**src/rtl/uart_rx_byte_if.sv**
```systemverilog
// Purpose: serial input plus byte-level valid/ready output bundle of the UART receiver.
// Latency: none, wiring only.
// Backpressure: ready from the consumer side holds data/valid on the receiver side.
interface uart_rx_byte_if;
  logic       rx;
  logic [7:0] data;
  logic       valid;
  logic       ready;
  logic       frame_err;
  logic       overrun;

  // Receiver side: samples the line, presents bytes.
  modport master (
    input  rx,
    input  ready,
    output data,
    output valid,
    output frame_err,
    output overrun
  );

  // Line driver / byte consumer side.
  modport slave (
    output rx,
    output ready,
    input  data,
    input  valid,
    input  frame_err,
    input  overrun
  );
endinterface

```
**src/rtl/uart_rx_byte.sv**
```systemverilog
// Purpose: 8N1 UART receiver, 3-sample majority per bit, byte held in a valid/ready register.
// Latency: valid rises 9*CLKS_PER_BIT + CLKS_PER_BIT/2 + 4 cycles after the first low rx sample.
// Backpressure: byte held until ready; a byte completing while the register is full is dropped (overrun pulse).
module uart_rx_byte #(
  parameter int CLKS_PER_BIT = 434
) (
  input  logic           CP,
  input  logic           RST,
  uart_rx_byte_if.master bus
);

  localparam int CW = $clog2(CLKS_PER_BIT);
  localparam int H  = CLKS_PER_BIT / 2;
  localparam logic [CW-1:0] C_SMP0 = CW'(H - 1);
  localparam logic [CW-1:0] C_SMP1 = CW'(H);
  localparam logic [CW-1:0] C_DEC  = CW'(H + 1);
  localparam logic [CW-1:0] C_LAST = CW'(CLKS_PER_BIT - 1);

  typedef enum logic [2:0] {
    S_IDLE,
    S_START,
    S_DATA,
    S_STOP,
    S_WAIT_HI
  } state_t;

  logic          rx_meta_q;
  logic          rx_s_q;
  state_t        state_q;
  logic [CW-1:0] cnt_q;
  logic [2:0]    idx_q;
  logic [7:0]    shift_q;
  logic [1:0]    smp_q;
  logic [7:0]    data_q;
  logic          valid_q;
  logic          frame_err_q;
  logic          overrun_q;

  logic          bit_d;
  logic          decide_d;
  logic [CW-1:0] cnt_inc_d;

  // Bit value is the majority of the two stored mid-bit samples and the current one.
  always_comb begin
    bit_d     = (smp_q[0] & smp_q[1]) | (smp_q[0] & rx_s_q) | (smp_q[1] & rx_s_q);
    decide_d  = (cnt_q == C_DEC);
    cnt_inc_d = cnt_q + CW'(1);
  end

  // Two-flop synchronizer for the asynchronous line; idles high.
  always_ff @(posedge CP) begin
    if (RST) begin
      rx_meta_q <= 1'b1;
      rx_s_q    <= 1'b1;
    end else begin
      rx_meta_q <= bus.rx;
      rx_s_q    <= rx_meta_q;
    end
  end

  // Frame FSM together with the output holding register and status pulses.
  always_ff @(posedge CP) begin
    if (RST) begin
      state_q     <= S_IDLE;
      cnt_q       <= '0;
      idx_q       <= '0;
      shift_q     <= '0;
      smp_q       <= 2'b11;
      data_q      <= '0;
      valid_q     <= 1'b0;
      frame_err_q <= 1'b0;
      overrun_q   <= 1'b0;
    end else begin
      frame_err_q <= 1'b0;
      overrun_q   <= 1'b0;
      if (valid_q && bus.ready) valid_q <= 1'b0;

      if (cnt_q == C_SMP0) smp_q[0] <= rx_s_q;
      if (cnt_q == C_SMP1) smp_q[1] <= rx_s_q;

      case (state_q)
        S_IDLE: begin
          cnt_q <= '0;
          if (!rx_s_q) state_q <= S_START;
        end
        S_START: begin
          cnt_q <= cnt_inc_d;
          if (decide_d && bit_d) begin
            // Start bit did not hold low through mid-bit: treat as a glitch.
            state_q <= S_IDLE;
            cnt_q   <= '0;
          end else if (cnt_q == C_LAST) begin
            state_q <= S_DATA;
            cnt_q   <= '0;
            idx_q   <= '0;
          end
        end
        S_DATA: begin
          cnt_q <= cnt_inc_d;
          if (decide_d) shift_q <= {bit_d, shift_q[7:1]};
          if (cnt_q == C_LAST) begin
            cnt_q <= '0;
            if (idx_q == 3'd7) state_q <= S_STOP;
            else               idx_q   <= idx_q + 3'd1;
          end
        end
        S_STOP: begin
          cnt_q <= cnt_inc_d;
          if (decide_d) begin
            cnt_q <= '0;
            if (bit_d) begin
              // Leave half a bit early so the next start edge is not missed.
              state_q <= S_IDLE;
              if (!valid_q || bus.ready) begin
                data_q  <= shift_q;
                valid_q <= 1'b1;
              end else begin
                overrun_q <= 1'b1;
              end
            end else begin
              frame_err_q <= 1'b1;
              state_q     <= S_WAIT_HI;
            end
          end
        end
        S_WAIT_HI: begin
          cnt_q <= '0;
          // A held-low break must not be mistaken for a new start bit.
          if (rx_s_q) state_q <= S_IDLE;
        end
        default: begin
          state_q <= S_IDLE;
          cnt_q   <= '0;
        end
      endcase
    end
  end

  assign bus.data      = data_q;
  assign bus.valid     = valid_q;
  assign bus.frame_err = frame_err_q;
  assign bus.overrun   = overrun_q;

endmodule

```
**src/flat_wrapper.sv**
```systemverilog
// flat-port wrapper written by rule: the top's interface ports become plain ports
module uart_rx_byte_flat 
#(
  parameter int CLKS_PER_BIT = 434
)
  (CP, RST, bus_rx, bus_ready, bus_data, bus_valid, bus_frame_err, bus_overrun);
  uart_rx_byte_if bus_i ();
  input  logic CP;
  input  logic RST;
  input wire logic [$bits(bus_i.rx)-1:0] bus_rx;
  input wire logic [$bits(bus_i.ready)-1:0] bus_ready;
  output wire logic [$bits(bus_i.data)-1:0] bus_data;
  output wire logic [$bits(bus_i.valid)-1:0] bus_valid;
  output wire logic [$bits(bus_i.frame_err)-1:0] bus_frame_err;
  output wire logic [$bits(bus_i.overrun)-1:0] bus_overrun;
  assign bus_i.rx = bus_rx;
  assign bus_i.ready = bus_ready;
  assign bus_data = bus_i.data;
  assign bus_valid = bus_i.valid;
  assign bus_frame_err = bus_i.frame_err;
  assign bus_overrun = bus_i.overrun;
  uart_rx_byte #(.CLKS_PER_BIT(CLKS_PER_BIT)) u_core (.CP(CP), .RST(RST), .bus(bus_i));
endmodule
```
**config.mk**
```make
export PLATFORM = sky130hd
export DESIGN_NAME = uart_rx_byte_flat
export DESIGN_NICKNAME = d
export VERILOG_FILES = /design/src/rtl/uart_rx_byte_if.sv /design/src/rtl/uart_rx_byte.sv /design/src/flat_wrapper.sv
export SDC_FILE = /design/constraint.sdc
export NUM_CORES = 1
export LEC_CHECK = 0
export CORE_AREA = 2 2 70 72
export CTS_BUF_LIST = sky130_fd_sc_hd__clkbuf_2 sky130_fd_sc_hd__clkbuf_4 sky130_fd_sc_hd__clkbuf_8
export DETAILED_ROUTE_END_ITERATION = 10
export DIE_AREA = 0 0 72 74
export HOLD_SLACK_MARGIN = 0.05
export PLACE_DENSITY = 0.59
export SLEW_MARGIN = 20
export SYNTH_ARGS = -nofsm -noshare
export SYNTH_HDL_FRONTEND = slang
export SYNTH_SLANG_ARGS = --single-unit
```
**constraint.sdc**
```tcl
create_clock -name CP -period 2.6 [get_ports CP]
set_input_delay 0.52 -clock CP [delete_from_list [all_inputs] [get_ports CP]]
set_output_delay 0.52 -clock CP [all_outputs]
set_load 0.01 [all_outputs]
```
==> results of run 1 <==
cell type report:
class                      count  area, um2  area share
sequential                    38        761       0.373
timing repair buffer          16        155      0.0761
inverter                       3       11.3     0.00552
multi-input combinational    134        931       0.457
clock buffer                   6       82.6      0.0405
clock inverter                 1       30.0      0.0147
tap                           54       67.6      0.0331
state kept, by name, indices dropped and copies added, names as in the netlist, 2 cells and up:
register / count
u_core.state_q: 3
u_core.smp_q: 2
u_core.idx_q: 3
u_core.cnt_q: 9
u_core.shift_q: 8
u_core.bus.data: 8
final timing paths:
path | start | to | cells after the start
worst max register to register | u_core.state_q[1]$_SDFFE_PP0P_ | u_core.shift_q[7]$_SDFFE_PP0P_ | 5
worst min-delay path | u_core.rx_meta_q$_SDFF_PP1_ | u_core.rx_s_q$_SDFF_PP1_ | 1
worst max-delay path | u_core.state_q[1]$_SDFFE_PP0P_ | u_core.shift_q[7]$_SDFFE_PP0P_ | 5
worst min register to register | u_core.rx_meta_q$_SDFF_PP1_ | u_core.rx_s_q$_SDFF_PP1_ | 1
critical path: stages, from the launching register on:
cell and delay, ns:
sky130_fd_sc_hd__dfxtp_1 0.48, sky130_fd_sc_hd__nand2b_1 0.18, sky130_fd_sc_hd__nor2_1 0.31, sky130_fd_sc_hd__nand4_1 0.57, sky130_fd_sc_hd__mux2i_1 0.32, sky130_fd_sc_hd__nor2_1 0.06
metal layers:
metal	wire [um]	part of all wire	up-vias
met3	94	0.029	7
met2	1470	0.46	16
met1	1600	0.50	606
met5	0	0	-
met4	59	0.018	0
li1	-	-	675
where the power goes:
group          switching (mW)  total, mW  internal (mW)
logic                   0.111      0.174         0.0629
clock network           0.195      0.502          0.307
registers              0.0337      0.631          0.598
cells by family after synthesis:
logic type	synth area share
flops	0.434
mux	0.120
xor+xnor	0.0400
buf+inv	0.0343
fa+ha+maj	0.0486
simple gates	0.251
compound gates	0.0714
cell usage in the layout (no fill, tap or decap), drive strengths merged, types with 3 or more instances in the layout:
cell / instances
dfxtp: 38
a21oi: 7
inv: 3
xnor2: 5
nand2: 3
clkbuf: 6
nand3: 10
xor2: 3
clkdlybuf4s50: 14
mux2i: 21
ha: 6
nand2b: 5
and3: 3
nor3: 12
nor2: 27
o21ai: 4
metrics by stage:
stage | instance area (um2) | cells | hold WS, ns
2_1_floorplan | 1750 | 184 | 0.389
3_3_place_gp | 1930 | 245 | 0.392
3_5_place_dp | 1930 | 245 | 0.397
4_1_cts | 2040 | 252 | 0.416
5_1_grt | 2040 | 252 | 0.437
6_report | 2040 | 252 | 0.414
==> results.txt, run 1 <==
----------------------------------------------------
[Critical path]
  CP arrival ... ~2.2 ns
  Slack of the worst reg-to-reg path ... 0.55 ns
  Worst Path Max Fanout ... 9
  Worst setup EP type ... register
  Critical path type ... register to register
  CP Launch Type ... register
  WP data required ... between 2 and 3 ns

[Power and ir drop]
  Leakage Power ... a little under 0.8 nW
  Max rail drop VDD ... 0.300 mV
  Total power draw ... around 1.3 mW
  Power per cell area ... approximately 640 mW/mm2

[Layout]
  Fill cells ... roughly 450
  Layout cell share with drive strength beyond 1 ... 0.0707
  Final nets ... 208
  Synthesis-to-finish area growth ... 16.4%
  Util after Layout ... 0.443
  Diode count ... 0

[Floorplanning]
  Number of ports placed on the die boundary ... 15
  Core Rows ... 25
  Core area ... 0.00460 mm2
  Height of the chip ... about 74 um
  Die Footprint ... roughly 0.0053 mm2
  Die width ... 72 um
  Initial Util ... 0.381

[Clocking]
  CTS root buffer ... sky130_fd_sc_hd__clkbuf_8
  TritonCTS sink count ... 38
  Clock tree from TritonCTS ... yes
  Maximum level of the CTS H-tree ... 2
  Clock-pin slew on the worst setup and hold paths ... 0.07 ns
  Clock latency of the later-clocked register in the worst-skew pair ... about 0.28 ns
  Post-CTS Hold Fix Bufs ... 0
  Clock Tree Buf Depth ... 2
  TritonCTS buffer count ... 5
  Post CTS Setup Buffer Count ... 0
  Cells resized by post-CTS repair ... 0

[Synthesis]
  Post-Synthesis Net Count ... a little under 200
  Share of the synthesized area in the top cell type ... 0.434
  Mapped Avg Cell Area ... roughly 9.5 um2
  Post-synthesis instance area ... 0.00175 mm2
  Most instantiated library cell after synthesis ... sky130_fd_sc_hd__dfxtp_1
  Fraction of registers with async set/reset ... 0
  Seq/Total Area, Yosys ... 0.434
  Most frequently used flop master after synthesis ... sky130_fd_sc_hd__dfxtp_1
  Top cells by area in the synthesized netlist ... sky130_fd_sc_hd__dfxtp_1 (43%), sky130_fd_sc_hd__mux2i_1 (12%), sky130_fd_sc_hd__nor2_1 (5.8%), sky130_fd_sc_hd__ha_1 (4.3%), sky130_fd_sc_hd__nor3_1 (3.4%)
  Count of cell types in the netlist ... a little over 40
  Number of warnings printed during yosys synthesis ... 0
  Post-synthesis cell type with the largest combined area ... sky130_fd_sc_hd__dfxtp_1
  Synth Register Bits ... 38
  Commonest cells post-synth ... sky130_fd_sc_hd__dfxtp_1 (38), sky130_fd_sc_hd__nor2_1 (27), sky130_fd_sc_hd__mux2i_1 (21), sky130_fd_sc_hd__nor3_1 (12), sky130_fd_sc_hd__nand3_1 (9)
  Post-synth EDFFs ... 0
  Count of mapped cells out of synthesis ... ~180

[STA]
  Slew of the pin with the lowest slew margin ... about 0.61 ns
  Top achievable clock speed ... approximately 490 MHz
  Slew Limit Headroom ... 0.592
  Final worst slack ... approximately 0.55 ns
  Period utilisation layout ... 0.787
  Setup-failing EPs final ... 0
  Final sum of negative setup slack ... 0 ns
  Final count of hold timing violations ... 0
  Setup repair after global routing missed its margin ... no
  Min cycle time layout ... between 2 and 2.5 ns
  Post-Route Skew ... about 0.0036 ns
  Total count of max-transition violations in the final report ... 0

[GRT]
  Initial antenna violation count ... 0
  Maximum number of pins on one net before global-route repair ... 30
  Congestion Overflow GR ... 0
  Met2 layer usage reported by global route ... 0.212
  Most congested layer reported by global routing ... met2
  Met3 Usage GRT ... 0.0407
  Number of global-route vias before repair ... between 1k and 1.5k
  Met1 routing resource usage after global routing ... 0.178
  Wire length of the first global-routing pass ... between 5000 and 6000 um
  GRT Overall Usage ... 0.135

[Placement]
  Dpl hpwl ... 2290 um
  Placer congestion estimate ... 0.807
  Post-placement setup slack ... between 0.6 and 0.7 ns
  # port buffers ... 14

[Detailed routing]
  Per-cell via count in the routed design ... around 5.2
  Count of vias placed by the detailed router ... between 1k and 1.5k
  Violation count after the first detailed-route iteration ... roughly 60
  Sum of routed wire length over all layers ... 3230 um
  Residual DRC count ... 0
  First-pass iteration count of the detailed router ... 4
  Average routed wire per standard cell ... 12.8 um
  Number of nets with antenna violations after routing ... 0

[Run]
  Max capacitance violation total ... 0

[Outcome]
  Outcome ... finished clean

[Worst hold path]
  Worst hold path type ... register to register

----------------------------------------------------
Note: power is estimated with default switching activity, not from simulation.
==> run 2, diff against run 1 <==
--- a/config.mk
+++ b/config.mk
@@ -10,7 +10,7 @@
 export DETAILED_ROUTE_END_ITERATION = 10
 export DIE_AREA = 0 0 72 74
 export HOLD_SLACK_MARGIN = 0.05
-export PLACE_DENSITY = 0.59
+export PLACE_DENSITY = 0.61
 export SLEW_MARGIN = 20
 export SYNTH_ARGS = -nofsm -noshare
 export SYNTH_HDL_FRONTEND = slang
==> constraint.sdc (replaced) <==
create_clock -name CP -period 1.7 [get_ports CP]
set_input_delay 0.34 -clock CP [delete_from_list [all_inputs] [get_ports CP]]
set_output_delay 0.34 -clock CP [all_outputs]
set_load 0.01 [all_outputs]
==> run 2 against run 1 <==
The flow now finishes with violations (negative setup slack). Highest routed layer unchanged. Final cell count rose by 10%. Flip-flop and latch count unchanged. Critical path type unchanged. Setup slack got worse by 0.61 ns. Sequential power grew 48%. Wire length is 20% higher. Cell area increased by 17%. Non-clock buffer count increased by 24. Clock skew up 0.0075 ns.
==> results.txt, run 2 (synthesis results as in run 1) <==
----------------------------------------------------
[Layout]
  Util after Layout ... 0.517
  Finished layout cell area ... about 0.0024 mm2
  Fill cells ... around 410
  Diode count ... 0
  Flip-flop count of the largest register, all copies and words added ... 9
  Final cell count without fillers ... around 280
  Most frequent cells in the layout ... sky130_fd_sc_hd__dfxtp_1 (35), sky130_fd_sc_hd__nor2_1 (27), sky130_fd_sc_hd__buf_4 (23)
  Synthesis-to-finish area growth ... 35.8%
  Final nets ... around 230
  Layout cell share with drive strength beyond 1 ... 0.286
  Most frequent standard cell in the layout excluding fill and tap cells ... sky130_fd_sc_hd__dfxtp_1
  Register ranked first by flip-flop count ... u_core.cnt_q

[STA]
  Period utilisation layout ... 1.03
  Setup-failing EPs final ... 5
  Final worst slack ... -0.0571 ns
  Final count of hold timing violations ... 0
  Worst hold margin ... around 0.4 ns
  Min cycle time layout ... ~1.8 ns
  Top achievable clock speed ... approximately 570 MHz
  Total count of max-transition violations in the final report ... 0
  Final sum of negative setup slack ... -0.228 ns
  Setup repair after global routing missed its margin ... yes
  Post-Route Skew ... 0.0112 ns
  Slew of the pin with the lowest slew margin ... between 0.3 and 0.4 ns
  Slew Limit Headroom ... 0.769

[Floorplanning]
  Height of the chip ... ~74 um
  Initial Util ... 0.381
  Number of ports placed on the die boundary ... 15
  Core Rows ... 25
  Die Footprint ... about 0.0053 mm2
  Core area ... ~0.0046 mm2
  Die width ... about 72 um

[Clocking]
  Maximum level of the CTS H-tree ... 2
  TritonCTS buffer count ... 5
  Clock Tree Buf Depth ... 2
  TritonCTS sink count ... 38
  Clock tree from TritonCTS ... yes
  Post-CTS Hold Fix Bufs ... 0
  Clock latency of the later-clocked register in the worst-skew pair ... about 0.30 ns
  Clock-pin slew on the worst setup and hold paths ... ~0.090 ns
  CTS root buffer ... sky130_fd_sc_hd__clkbuf_8

[Placement]
  Placed instance count ... 264
  Dpl hpwl ... roughly 2400 um
  # port buffers ... 14
  Placer congestion estimate ... around 0.84
  Post-placement setup slack ... -0.0599 ns
  Area post-placement ... roughly 0.0021 mm2

[Critical path]
  Worst Path Max Fanout ... 5
  Logic depth of the worst path, buffers included ... 7
  Startpoint of the lowest-slack register-to-register path ... u_core.cnt_q[0]$_SDFF_PP0_
  Cell depth of the worst flop-to-flop path ... 7
  Worst setup EP type ... register
  Origin of the worst setup path ... u_core.cnt_q[0]$_SDFF_PP0_
  Highest-delay cell along the critical path ... sky130_fd_sc_hd__dfxtp_2
  Cell family contributing the most delay on the critical path ... simple AND/OR/NAND/NOR gates
  Slack of the worst reg-to-reg path ... -0.06 ns
  Critical path type ... register to register
  Sum of buffers and inverters on the critical path ... 1
  WP data required ... around 1.9 ns
  Crit path largest cell delay ... 0.38 ns
  Worst flop-to-flop path endpoint ... u_core.cnt_q[0]$_SDFF_PP0_
  CP arrival ... roughly 1.9 ns
  Sequence of cells on the critical path ... ha_4 -> and4bb_2 -> buf_6 -> nand3b_1 -> a21oi_2 -> o22a_2 -> nor3_2
  End point of the critical path ... u_core.cnt_q[0]$_SDFF_PP0_
  CP Launch Type ... register

[GRT]
  Wire length of the first global-routing pass ... just under 6000 um
  Initial antenna violation count ... 0
  Number of global-route vias before repair ... 1239
  Maximum number of pins on one net before global-route repair ... 29
  GRT Overall Usage ... 0.140
  Congestion Overflow GR ... 0

[Outcome]
  Violated checks ... negative setup slack
  Outcome ... finished, violations left

[Power and ir drop]
  Max rail drop VDD ... between 0.7 and 0.8 mV
  Power per cell area ... ~980 mW/mm2
  Total power draw ... ~2.3 mW
  Leakage Power ... about 0.93 nW

[Detailed routing]
  Average routed wire per standard cell ... about 14 um
  First-pass iteration count of the detailed router ... 4
  Violation count after the first detailed-route iteration ... 100
  Sum of routed wire length over all layers ... 3860 um
  Count of vias placed by the detailed router ... 1482
  Per-cell via count in the routed design ... ~5.3
  Number of nets with antenna violations after routing ... 0
  Residual DRC count ... 0

[Worst hold path]
  Cell count of the worst hold path ... 1
  Worst hold path type ... register to register

[Run]
  Max capacitance violation total ... 0

----------------------------------------------------
## run 2: cell types whose count changed in the layout (fill, tap and decap cells not counted), sizes merged
| cell | before | now |
|---|---|---|
| o22a | 1 | 2 |
| bufinv | 1 | 2 |
| clkbuf | 6 | 5 |
| buf | 2 | 26 |
| clkinv | 0 | 1 |
## run 2: power by group
group / total, mW / switching, mW / internal [mW]
combinational: 0.467 / 0.279 / 0.188
clock: 0.933 / 0.344 / 0.588
sequential: 0.932 / 0.0167 / 0.915
total: 2.33 / 0.640 / 1.69
## run 2: area by class of cell
class | instances | area [um2] | area share
Tap cell | 54 | 67.6 | 0.0284
Inverter | 3 | 11.3 | 0.00473
Clock inverter | 3 | 68.8 | 0.0289
Sequential cell | 38 | 764 | 0.321
Timing Repair Buffer | 40 | 355 | 0.149
Clock buffer | 5 | 68.8 | 0.0289
Multi-Input combinational cell | 135 | 1040 | 0.438
## run 2: worst reg2reg max path, cell delays in order, from the launching register on
cell and delay [ns]:
sky130_fd_sc_hd__dfxtp_2 0.38, sky130_fd_sc_hd__ha_4 0.15, sky130_fd_sc_hd__and4bb_2 0.31, sky130_fd_sc_hd__buf_6 0.13, sky130_fd_sc_hd__nand3b_1 0.12, sky130_fd_sc_hd__a21oi_2 0.21
sky130_fd_sc_hd__o22a_2 0.29, sky130_fd_sc_hd__nor3_2 0.07
## run 2: worst min-delay path by stage
stage	slack, ns	startpoint	endpoint
finish	0.41	u_core.rx_meta_q$_SDFF_PP1_	u_core.rx_s_q$_SDFF_PP1_
global route	0.44	u_core.rx_meta_q$_SDFF_PP1_	u_core.rx_s_q$_SDFF_PP1_
CTS	0.42	u_core.rx_meta_q$_SDFF_PP1_	u_core.rx_s_q$_SDFF_PP1_
detailed placement	0.41	u_core.rx_meta_q$_SDFF_PP1_	u_core.rx_s_q$_SDFF_PP1_
global placement	0.39	u_core.rx_meta_q$_SDFF_PP1_	u_core.rx_s_q$_SDFF_PP1_
floorplan	0.39	u_core.rx_meta_q$_SDFF_PP1_	u_core.rx_s_q$_SDFF_PP1_
## run 2: timing repair
action / 4_1_cts / 5_1_grt
pin swaps: 0 / 8
gates resized for setup: 6 / 24
cloned: 0 / 1
endpoints found under the setup margin: 17 / 23
buffers inserted: 0 / 5
## run 2: metal layers
metal / vias to the layer above / track usage / share of wire
met5: - / 0 / 0
met4: 0 / 0.0671 / 0.019
met3: 9 / 0.0407 / 0.046
met2: 41 / 0.214 / 0.46
met1: 701 / 0.184 / 0.47
li1: 731 / - / -
